$ cat src/rtl/turn_game_pkg.sv
// Shared types and constants for the turn-order game controller.
package turn_game_pkg;

  typedef enum logic [1:0] {
    ST_IDLE = 2'b00,
    ST_PLAY = 2'b01,
    ST_OVER = 2'b10
  } state_t;

  localparam logic [2:0] MV_FWD1 = 3'b100;
  localparam logic [2:0] MV_FWD2 = 3'b101;
  localparam logic [2:0] MV_BCK1 = 3'b010;
  localparam logic [2:0] MV_BCK2 = 3'b001;

  localparam logic [1:0] CAUSE_NONE    = 2'b00;
  localparam logic [1:0] CAUSE_INVALID = 2'b01;
  localparam logic [1:0] CAUSE_WRONG   = 2'b10;
  localparam logic [1:0] CAUSE_TIMEOUT = 2'b11;

  typedef struct packed {
    logic       valid;
    logic       fwd;
    logic [1:0] mag;
  } move_t;

  // Decode a 3-bit move code into direction and step size.
  function automatic move_t decode_move(input logic [2:0] code);
    move_t m;
    m = '0;
    case (code)
      MV_FWD1: m = '{valid: 1'b1, fwd: 1'b1, mag: 2'd1};
      MV_FWD2: m = '{valid: 1'b1, fwd: 1'b1, mag: 2'd2};
      MV_BCK1: m = '{valid: 1'b1, fwd: 1'b0, mag: 2'd1};
      MV_BCK2: m = '{valid: 1'b1, fwd: 1'b0, mag: 2'd2};
      default: m = '0;
    endcase
    return m;
  endfunction

endpackage

$ cat src/rtl/press_edge_detect.sv
// Rising-edge detector for the per-player buttons; history resets to all ones
// so a button already held at reset never produces an event.
module press_edge_detect #(
  parameter int N = 6
) (
  input  logic         i_clk,
  input  logic         i_rst,
  input  logic [N-1:0] i_press,
  output logic [N-1:0] o_event
);

  logic [N-1:0] r_prev;

  // Press history, updated every cycle regardless of game state.
  always_ff @(posedge i_clk or posedge i_rst) begin
    if (i_rst) r_prev <= '1;
    else       r_prev <= i_press;
  end

  assign o_event = i_press & ~r_prev;

endmodule

$ cat src/rtl/turn_game_ctrl.sv
// Turn-order game core: tracks the current player, applies move steps
// modulo N_PLAYERS and declares a loser on invalid/out-of-turn/timeout.
module turn_game_ctrl
  import turn_game_pkg::*;
#(
  parameter int N_PLAYERS      = 6,
  parameter int TIMEOUT_CYCLES = 0,
  parameter int CNT_W          = 8,
  localparam int PW            = $clog2(N_PLAYERS + 1)
) (
  input  logic                   clk,
  input  logic                   reset,
  input  logic                   start,
  input  logic [PW-1:0]          first_player,
  input  logic [N_PLAYERS-1:0]   press,
  input  logic [3*N_PLAYERS-1:0] move,
  output logic [PW-1:0]          turn,
  output logic                   game_over,
  output logic [PW-1:0]          loser,
  output logic [1:0]             loss_cause,
  output logic [CNT_W-1:0]       move_count,
  output logic [1:0]             state_out
);

  localparam int TW = (TIMEOUT_CYCLES > 1) ? $clog2(TIMEOUT_CYCLES) : 1;
  localparam logic [TW-1:0] TO_LAST = TW'((TIMEOUT_CYCLES > 0) ? TIMEOUT_CYCLES - 1 : 0);
  localparam logic [PW:0]   N_EXT   = (PW + 1)'(N_PLAYERS);

  state_t               r_state, w_state_nxt;
  logic [PW-1:0]        r_turn, w_turn_nxt;
  logic [PW-1:0]        r_loser, w_loser_nxt;
  logic [1:0]           r_cause, w_cause_nxt;
  logic [CNT_W-1:0]     r_count, w_count_nxt;
  logic [TW-1:0]        r_tmo, w_tmo_nxt;
  logic [N_PLAYERS-1:0] w_event;

  logic [PW-1:0] w_offender;
  logic          w_cur_evt;
  logic [2:0]    w_cur_code;
  move_t         w_mv;
  logic [PW:0]   w_idx, w_sum, w_mag;
  logic [PW-1:0] w_next_turn, w_first;

  press_edge_detect #(.N(N_PLAYERS)) u_edge (
    .i_clk   (clk),
    .i_rst   (reset),
    .i_press (press),
    .o_event (w_event)
  );

  // Decode events: lowest out-of-turn offender, current player's event and code, next turn.
  always_comb begin
    w_offender = '0;
    w_cur_evt  = 1'b0;
    w_cur_code = '0;
    for (int unsigned i = 0; i < N_PLAYERS; i++) begin
      if (r_turn == PW'(i + 1)) begin
        w_cur_evt  = w_event[i];
        w_cur_code = move[3*i +: 3];
      end else if (w_event[i] && (w_offender == '0)) begin
        w_offender = PW'(i + 1);
      end
    end
    w_mv  = decode_move(w_cur_code);
    w_mag = (PW + 1)'(w_mv.mag);
    w_idx = {1'b0, r_turn} - 1'b1;
    // Wrap by a single compare-and-correct; the step never exceeds 2 < N.
    if (w_mv.fwd) begin
      w_sum = w_idx + w_mag;
      if (w_sum >= N_EXT) w_sum = w_sum - N_EXT;
    end else if (w_idx >= w_mag) begin
      w_sum = w_idx - w_mag;
    end else begin
      w_sum = w_idx + N_EXT - w_mag;
    end
    w_next_turn = PW'(w_sum + 1'b1);
    w_first = ((first_player == '0) || (first_player > PW'(N_PLAYERS))) ? PW'(1) : first_player;
  end

  // Next-state and datapath update with start taking priority over everything.
  always_comb begin
    w_state_nxt = r_state;
    w_turn_nxt  = r_turn;
    w_loser_nxt = r_loser;
    w_cause_nxt = r_cause;
    w_count_nxt = r_count;
    w_tmo_nxt   = r_tmo;
    if (start) begin
      w_state_nxt = ST_PLAY;
      w_turn_nxt  = w_first;
      w_loser_nxt = '0;
      w_cause_nxt = CAUSE_NONE;
      w_count_nxt = '0;
      w_tmo_nxt   = '0;
    end else if (r_state == ST_PLAY) begin
      if (w_offender != '0) begin
        w_state_nxt = ST_OVER;
        w_loser_nxt = w_offender;
        w_cause_nxt = CAUSE_WRONG;
        w_turn_nxt  = '0;
      end else if (w_cur_evt && !w_mv.valid) begin
        w_state_nxt = ST_OVER;
        w_loser_nxt = r_turn;
        w_cause_nxt = CAUSE_INVALID;
        w_turn_nxt  = '0;
      end else if (w_cur_evt) begin
        w_turn_nxt = w_next_turn;
        if (r_count != '1) w_count_nxt = r_count + 1'b1;
        w_tmo_nxt = '0;
      end else if ((TIMEOUT_CYCLES != 0) && (r_tmo == TO_LAST)) begin
        w_state_nxt = ST_OVER;
        w_loser_nxt = r_turn;
        w_cause_nxt = CAUSE_TIMEOUT;
        w_turn_nxt  = '0;
      end else if (TIMEOUT_CYCLES != 0) begin
        w_tmo_nxt = r_tmo + 1'b1;
      end
    end
  end

  // State and datapath registers.
  always_ff @(posedge clk or posedge reset) begin
    if (reset) begin
      r_state <= ST_IDLE;
      r_turn  <= '0;
      r_loser <= '0;
      r_cause <= CAUSE_NONE;
      r_count <= '0;
      r_tmo   <= '0;
    end else begin
      r_state <= w_state_nxt;
      r_turn  <= w_turn_nxt;
      r_loser <= w_loser_nxt;
      r_cause <= w_cause_nxt;
      r_count <= w_count_nxt;
      r_tmo   <= w_tmo_nxt;
    end
  end

  assign turn       = r_turn;
  assign game_over  = (r_state == ST_OVER);
  assign loser      = r_loser;
  assign loss_cause = r_cause;
  assign move_count = r_count;
  assign state_out  = r_state;

endmodule

$ cat config.mk
export PLATFORM = sky130hd
export DESIGN_NAME = turn_game_ctrl
export DESIGN_NICKNAME = d
export VERILOG_FILES = /design/src/rtl/turn_game_pkg.sv /design/src/rtl/press_edge_detect.sv /design/src/rtl/turn_game_ctrl.sv
export SDC_FILE = /design/constraint.sdc
export NUM_CORES = 1
export LEC_CHECK = 0
export BUFFER_PORTS_ARGS = -buffer_cell sky130_fd_sc_hd__buf_2
export CAP_MARGIN = 20
export CORE_MARGIN = 2
export CORE_UTILIZATION = 45
export CTS_CLUSTER_DIAMETER = 30
export DETAILED_ROUTE_END_ITERATION = 8
export HOLD_SLACK_MARGIN = 0.15
export PLACE_DENSITY = 0.69
export SLEW_MARGIN = 10
export SYNTH_ARGS = -nofsm -noshare
export SYNTH_HDL_FRONTEND = slang
export SYNTH_SLANG_ARGS = --single-unit
export TNS_END_PERCENT = 10
$ cat constraint.sdc
create_clock -name clk -period 4.9 [get_ports clk]
set_input_delay 0.735 -clock clk [delete_from_list [all_inputs] [get_ports clk]]
set_output_delay 0.735 -clock clk [all_outputs]
set_load 0.01 [all_outputs]
# --- Word-level counts from Yosys, hierarchy flattened ---
# Index checks and enable logic that the tools add are counted.
classes:
  bitwise_logic: 2
  shift: 0
  mul: 0
  eq_ne: 15
  muxes: 52
  div_mod_pow: 0
  reduce_logical: 23
  n_addsub: 8
  magnitude_cmp: 3
ops:
  columns: ["op", "n"]
  rows:
  - ["3-bit two-way mux", 30]
  - ["8-bit two-way mux", 6]
  - ["3-bit logical NOT", 6]
  - ["2-bit two-way mux", 8]
  - ["4-bit case mux with 4 select lines", 1]
  - ["3-bit == test, second input constant", 5]
  - ["3-bit by 2-bit == test with 1-bit output, second input constant", 3]
  - ["8-bit by 1-bit adder with 8-bit output, second input constant", 1]
  - ["8-bit != test, second input constant", 1]
  - ["1-bit two-way mux", 7]
  - ["6-bit AND", 1]
  - ["3-bit by 1-bit == test with 1-bit output, second input constant", 2]
  - ["1-bit logical AND", 6]
  - ["6-bit inverter", 1]
  - ["2-bit nonzero test", 3]
  - ["3-bit nonzero test", 2]
  - ["3-bit by 2-bit subtractor with 3-bit output", 2]
  - ["5-bit AND reduction", 1]
  - ["4-bit by 2-bit adder with 4-bit output", 1]
  - ["4-bit by 2-bit greater-or-equal comparator with 1-bit output", 1]
  - ["4-bit by 3-bit greater-or-equal comparator with 1-bit output, second input constant", 1]
  - ["2-bit != test, second input constant", 2]
  - ["2-bit AND reduction", 2]
  - ["4-bit nonzero test", 1]
  - ["9 further kinds", 9]
totals:
  regBits: 24
  output_inout_bits: 19
  mem_bits_ro: 0
  n_memories: 0
  mem_bits_rw: 0
  latchBits: 0
  wordCells: 109
  inputBits: 30

# --- Longest topological paths before layout ---
logic_depth:
  ltp_word: 28
  mapped_depth: 22
  depth_no_buf: 21

# --- Hierarchy ---
# Synthesis repeated with hierarchy kept, for this count alone.
unflattened:
  cells_unflattened: 241
  hier_area_um2: 2084.5
modules_own_cells:
  columns: ["mod", "area_each_um2", "n_inst", "seq_area_each_um2", "cells_per_inst"]
  rows:
  - ["turn_game_ctrl", 1840.5, 1, 450.4, 228]
  - ["press_edge_detect", 244.0, 1, 157.7, 13]

# --- Least setup slack after synthesis ---
# Ideal clock, no wire load.
synth_timing:
  path_type: "flip-flop to flip-flop"
  startpoint: "register r_turn[0] (netlist: turn[0])"
  endpoint: "register r_turn[2] (netlist: turn[2])"
  slack_ps: 786
  path_stages_with_launch: 22
  arrival_ps: 3983
  required_time_ps: 4769
  setup_time_ps: 131
  synth_period_minus_slack_ps: 4114
  path_buffers: 1
  cell_sequence: "dfrtp_1 inv_1 ha_1 buf_2 nand2_1 a211oi_1 o221ai_1 xnor2_1 nor2_1 ha_1 inv_1 fa_1 a311oi_1 a21oi_1 nand2_1 o21ai_0 ha_1 or3_1 a2bb2oi_1 a211oi_1 nand3_1 a31oi_1"
synth_via:
  elab_chain_len: 26
  word_cells_on_any_way: 66
  cone_classes: "7 x add/sub; 2 x order compare; 10 x eq/ne; 32 x mux; 15 x reduce/logical"
synth_lines:
  columns: ["item", "line", "rtl"]
  rows:
  - ["from (decl)", "turn_game_ctrl.sv:30", "logic [PW-1:0] r_turn, w_turn_nxt;"]
  - ["from (signal assigned)", "turn_game_ctrl.sv:132", "r_turn <= w_turn_nxt;"]
  - ["branches (longest 26 deep; another with 4-bit by 2-bit adder with 4-bit output)", null, null]
# Several ways; the timed one is not identified. The select of a mux whose other input is x is not followed.
# A chain may end at the register's enable or synchronous reset.

# --- Worst setup path in the final report ---
# Ends and elaborated chain as after synthesis.

==> impl_results.md <==
* Slowest cell delay on critical path at 470 ps
* Max Cap Viol at 0
* Final #Nets at around 320
* Yosys warns at 0
* Pwr Density at 628 nW/µm²
* DR DRC count at 0
* Post-CTS Setup Inserts at 0
* WP data arrival at roughly 4500 ps
* CP max-delay cell: dfrtp_1
* CTS Root Cell: clkbuf_8
* Htree depth at 1
* Initial antenna violation count at 0
* Synth Register Bits at 24
* Hold crit path type: reg -> reg
* Critical-path cell list: inv_1 > ha_2 > nand3b_1 > a211oi_1 > o221ai_2 > xnor2_1 > nor2_1 > ha_1 > inv_1 > fa_1 > a211oi_1 > a311oi_1 > a21oi_1 > nand2_1 > o21ai_0 > ha_1 > inv_1 > a2111oi_0 > a211oi_1 > nand3_1 > a31oi_1
* Mapped Nets at 275
* Clock skew at between 2 and 2.5 ps
* Post-Synth Adder-Cell Area at 9.98%
* Fin. Hold Viols at 0
* Cell area after layout at 2370 µm²
* Die Area at 5070 µm²
* Io pins at between 40 and 50
* Die Width at approximately 71 µm
* Skew-Pair Late Insertion Delay at 260 ps
* Synth top area share at 22.2%
* Synth-to-Final Area Change at 16.7%
* Gp weighted congestion at 0.808
* Crit-path max FO at 17
* Initial drt markers at 50
* Synth Area in Compound Gates at 22.3%
* CTS tree: built
* Detail Placement HPWL at 3.49 mm
* Sequential fraction of the synthesis area at 29.9%
* Final period util at 88.5%
* I/O Buffers at 48
* Worst Path Class, Setup: reg -> reg
* CP startpoint kind: flip-flop
* Required time worst endpoint at 5050 ps
* Post-Synth XOR/XNOR Area at 3.45%
* FFs w/ async S/R, synth at 100%
* Hold path cells at 1
* Detailed-route via count at between 1500 and 2000
* Vias in the first global route at 1632
* Netlist cell types at 62
* Main flop type after synthesis: dfrtp_1
* CTS Buf Count at 3
* Clk sinks at 24
* Status: completed
* Fillers at 412
* Post-Synthesis Cell Area at 2030 µm²
* Ant. Diodes at 0
* Final wirelength at 4.53 mm
* Row count at 24
* Setup TNS at 0 ps
* Reg clk slew, reported paths at 80 ps
* Clock power frac at 8.9%
* CTS resizes at 0
* # hold bufs at CTS at 0
* Setup crit end kind: flip-flop
* Chip Height at 71.2 µm
* Tot GR Track Use at ~18%
* Most numerous cell in the Yosys netlist: a21oi_1
* Pint at 780 µW
* Reg2Reg Depth at 21
* RSZ-0062 raised after global routing: false
* Final Slew Violations at 0
* Layout cells sized above 1 at approximately 28%
* Routed len/inst at 13.8 µm
* Leading area contributor after synthesis: dfrtp_1
* Post-synthesis mux area share at 2.65%
* Worst-margin pin slew at between 900 and 1000 ps
* Combinational share of power at 73.6%
* Period minus WS final at 4340 ps
* Power, Total at 1.49 mW
* Slew margin rel. at 38.5%
* Top post-synthesis cells by area: dfrtp_1, ha_1, dfstp_2, a21oi_1, nor2_1
* Core area at 4350 µm²
* EDFF count, synth at 0
* Leak pwr at 1.09 nW
* Grt ovf at 0
* Post-DP Area at 2300 µm²
* Seq pwr share at 17.5%
* Synth cell count leaders: a21oi_1, dfrtp_1, nor2_1, nand2_1, inv_1
* Worst VDD drop at 0.000260 V
* Largest family of logic cells by synthesized area: simple AND/OR/NAND/NOR gates
* Post-Synth Simple-Gate Area at between 20% and 30%
* Max Freq at 231 MHz
* Initial core utilization at 46.6%
* DR pass1 iterations at 4
* Layout Utilization at between 50% and 60%
* Switch share at a little under half
* Sw power at slightly above 700 µW
* Bufs on Longest Clock Path at 2
* Pin count of the biggest net entering global routing at 25
* Mean post-synth cell area at roughly 8.8 µm²
* Syn Inst Count at 230
* Post-DRT Antenna Nets at 0
* Endpoints failing setup at 0
* Vias per cell at between 5 and 6
* First-pass GRT wire length at 7.51 mm
## stage by stage
step	setup WS [ps]	hold WS (ps)	cells
after floorplan	786	529	230
after CTS	313	512	328
after global placement	430	479	324
final	562	509	328
after detailed placement	342	480	324
after global routing	11.8	533	328
## power by group through the flow
stage / logic (mW) / registers [mW] / clock network [mW]
CTS: 1.09 / 0.260 / 0.137
floorplan: 0.853 / 0.264 / 0
global route: 1.24 / 0.266 / 0.145
global placement: 1.08 / 0.263 / 0
finish: 1.10 / 0.261 / 0.133
detailed placement: 1.09 / 0.264 / 0
## registers in the layout, indices dropped and copies added, names as in the netlist
name and cells:
loss_cause 2, u_edge.r_prev 6, move_count 8, state_out 2
turn 3, loser 3
## critical path: cells and delay by family (launching register included)
| kind | cells | cell delay (ps) |
|---|---|---|
| and+or+nand+nor | 4 | 510 |
| adders and majority gates | 4 | 1150 |
| DFF | 1 | 470 |
| AOI/OAI and AO/OA | 9 | 1690 |
| buffers and inverters | 3 | 240 |
| xor gates and xnor gates | 1 | 160 |
## cell type report
cell class / instances / area [µm²] / area share [%]
multi-input combinational: 183 / 1330 / 56.1
sequential: 24 / 608 / 25.7
timing repair buffer: 50 / 255 / 10.8
tap: 52 / 65.1 / 2.75
inverter: 15 / 56.3 / 2.38
clock buffer: 4 / 55.1 / 2.32
## placed cells by master, fill, tap and decap left out, drive strengths merged, types with 4 or more instances in the layout
master / Yosys / routed
buf: 4 / 50
a21oi: 22 / 22
nor2: 18 / 18
dfrtp: 18 / 18
nand2: 16 / 16
inv: 15 / 15
ha: 13 / 13
o21ai: 10 / 10
nor2b: 8 / 8
nand2b: 8 / 8
nand3: 8 / 8
xnor2: 6 / 6
dfstp: 6 / 6
a211oi: 4 / 4
or4: 4 / 4
or3: 4 / 4
clkbuf: 4 / 4
## path summary, 6_finish.rpt
check	start	end	slack, ps
setup / recovery	turn[0]$_DFFE_PP0P_	turn[2]$_DFFE_PP0P_	560
hold / removal	loser[2]$_DFFE_PP0P_	loser[2]$_DFFE_PP0P_	510
setup reg to reg	turn[0]$_DFFE_PP0P_	turn[2]$_DFFE_PP0P_	560
hold reg to reg	loser[2]$_DFFE_PP0P_	loser[2]$_DFFE_PP0P_	510
max in group asynchronous	reset	state_out[1]$_DFFE_PP0P_	3680
min in group asynchronous	reset	move_count[5]$_DFFE_PP0P_	660
## layer usage
metal / up-vias / share of wire, % / track usage (%)
li1: 926 / - / -
met1: 847 / 50 / 26.4
met2: 42 / 44 / 28.0
met3: 4 / 5.1 / 2.42
met4: 0 / 0.95 / 4.61
met5: - / 0 / 0
## cell families (layout without fill, tap and decap cells)
kind of cell / count (synthesis) / after routing
AO/OA/AOI/OAI: 66 / 66
XOR/XNOR: 8 / 8
adder cells (fa/ha/maj): 15 / 15
buffers and inverters: 23 / 69
flip-flops: 24 / 24
multiplexers: 5 / 5
AND/OR/NAND/NOR: 89 / 89
Note: power is estimated with default switching activity, not from simulation.
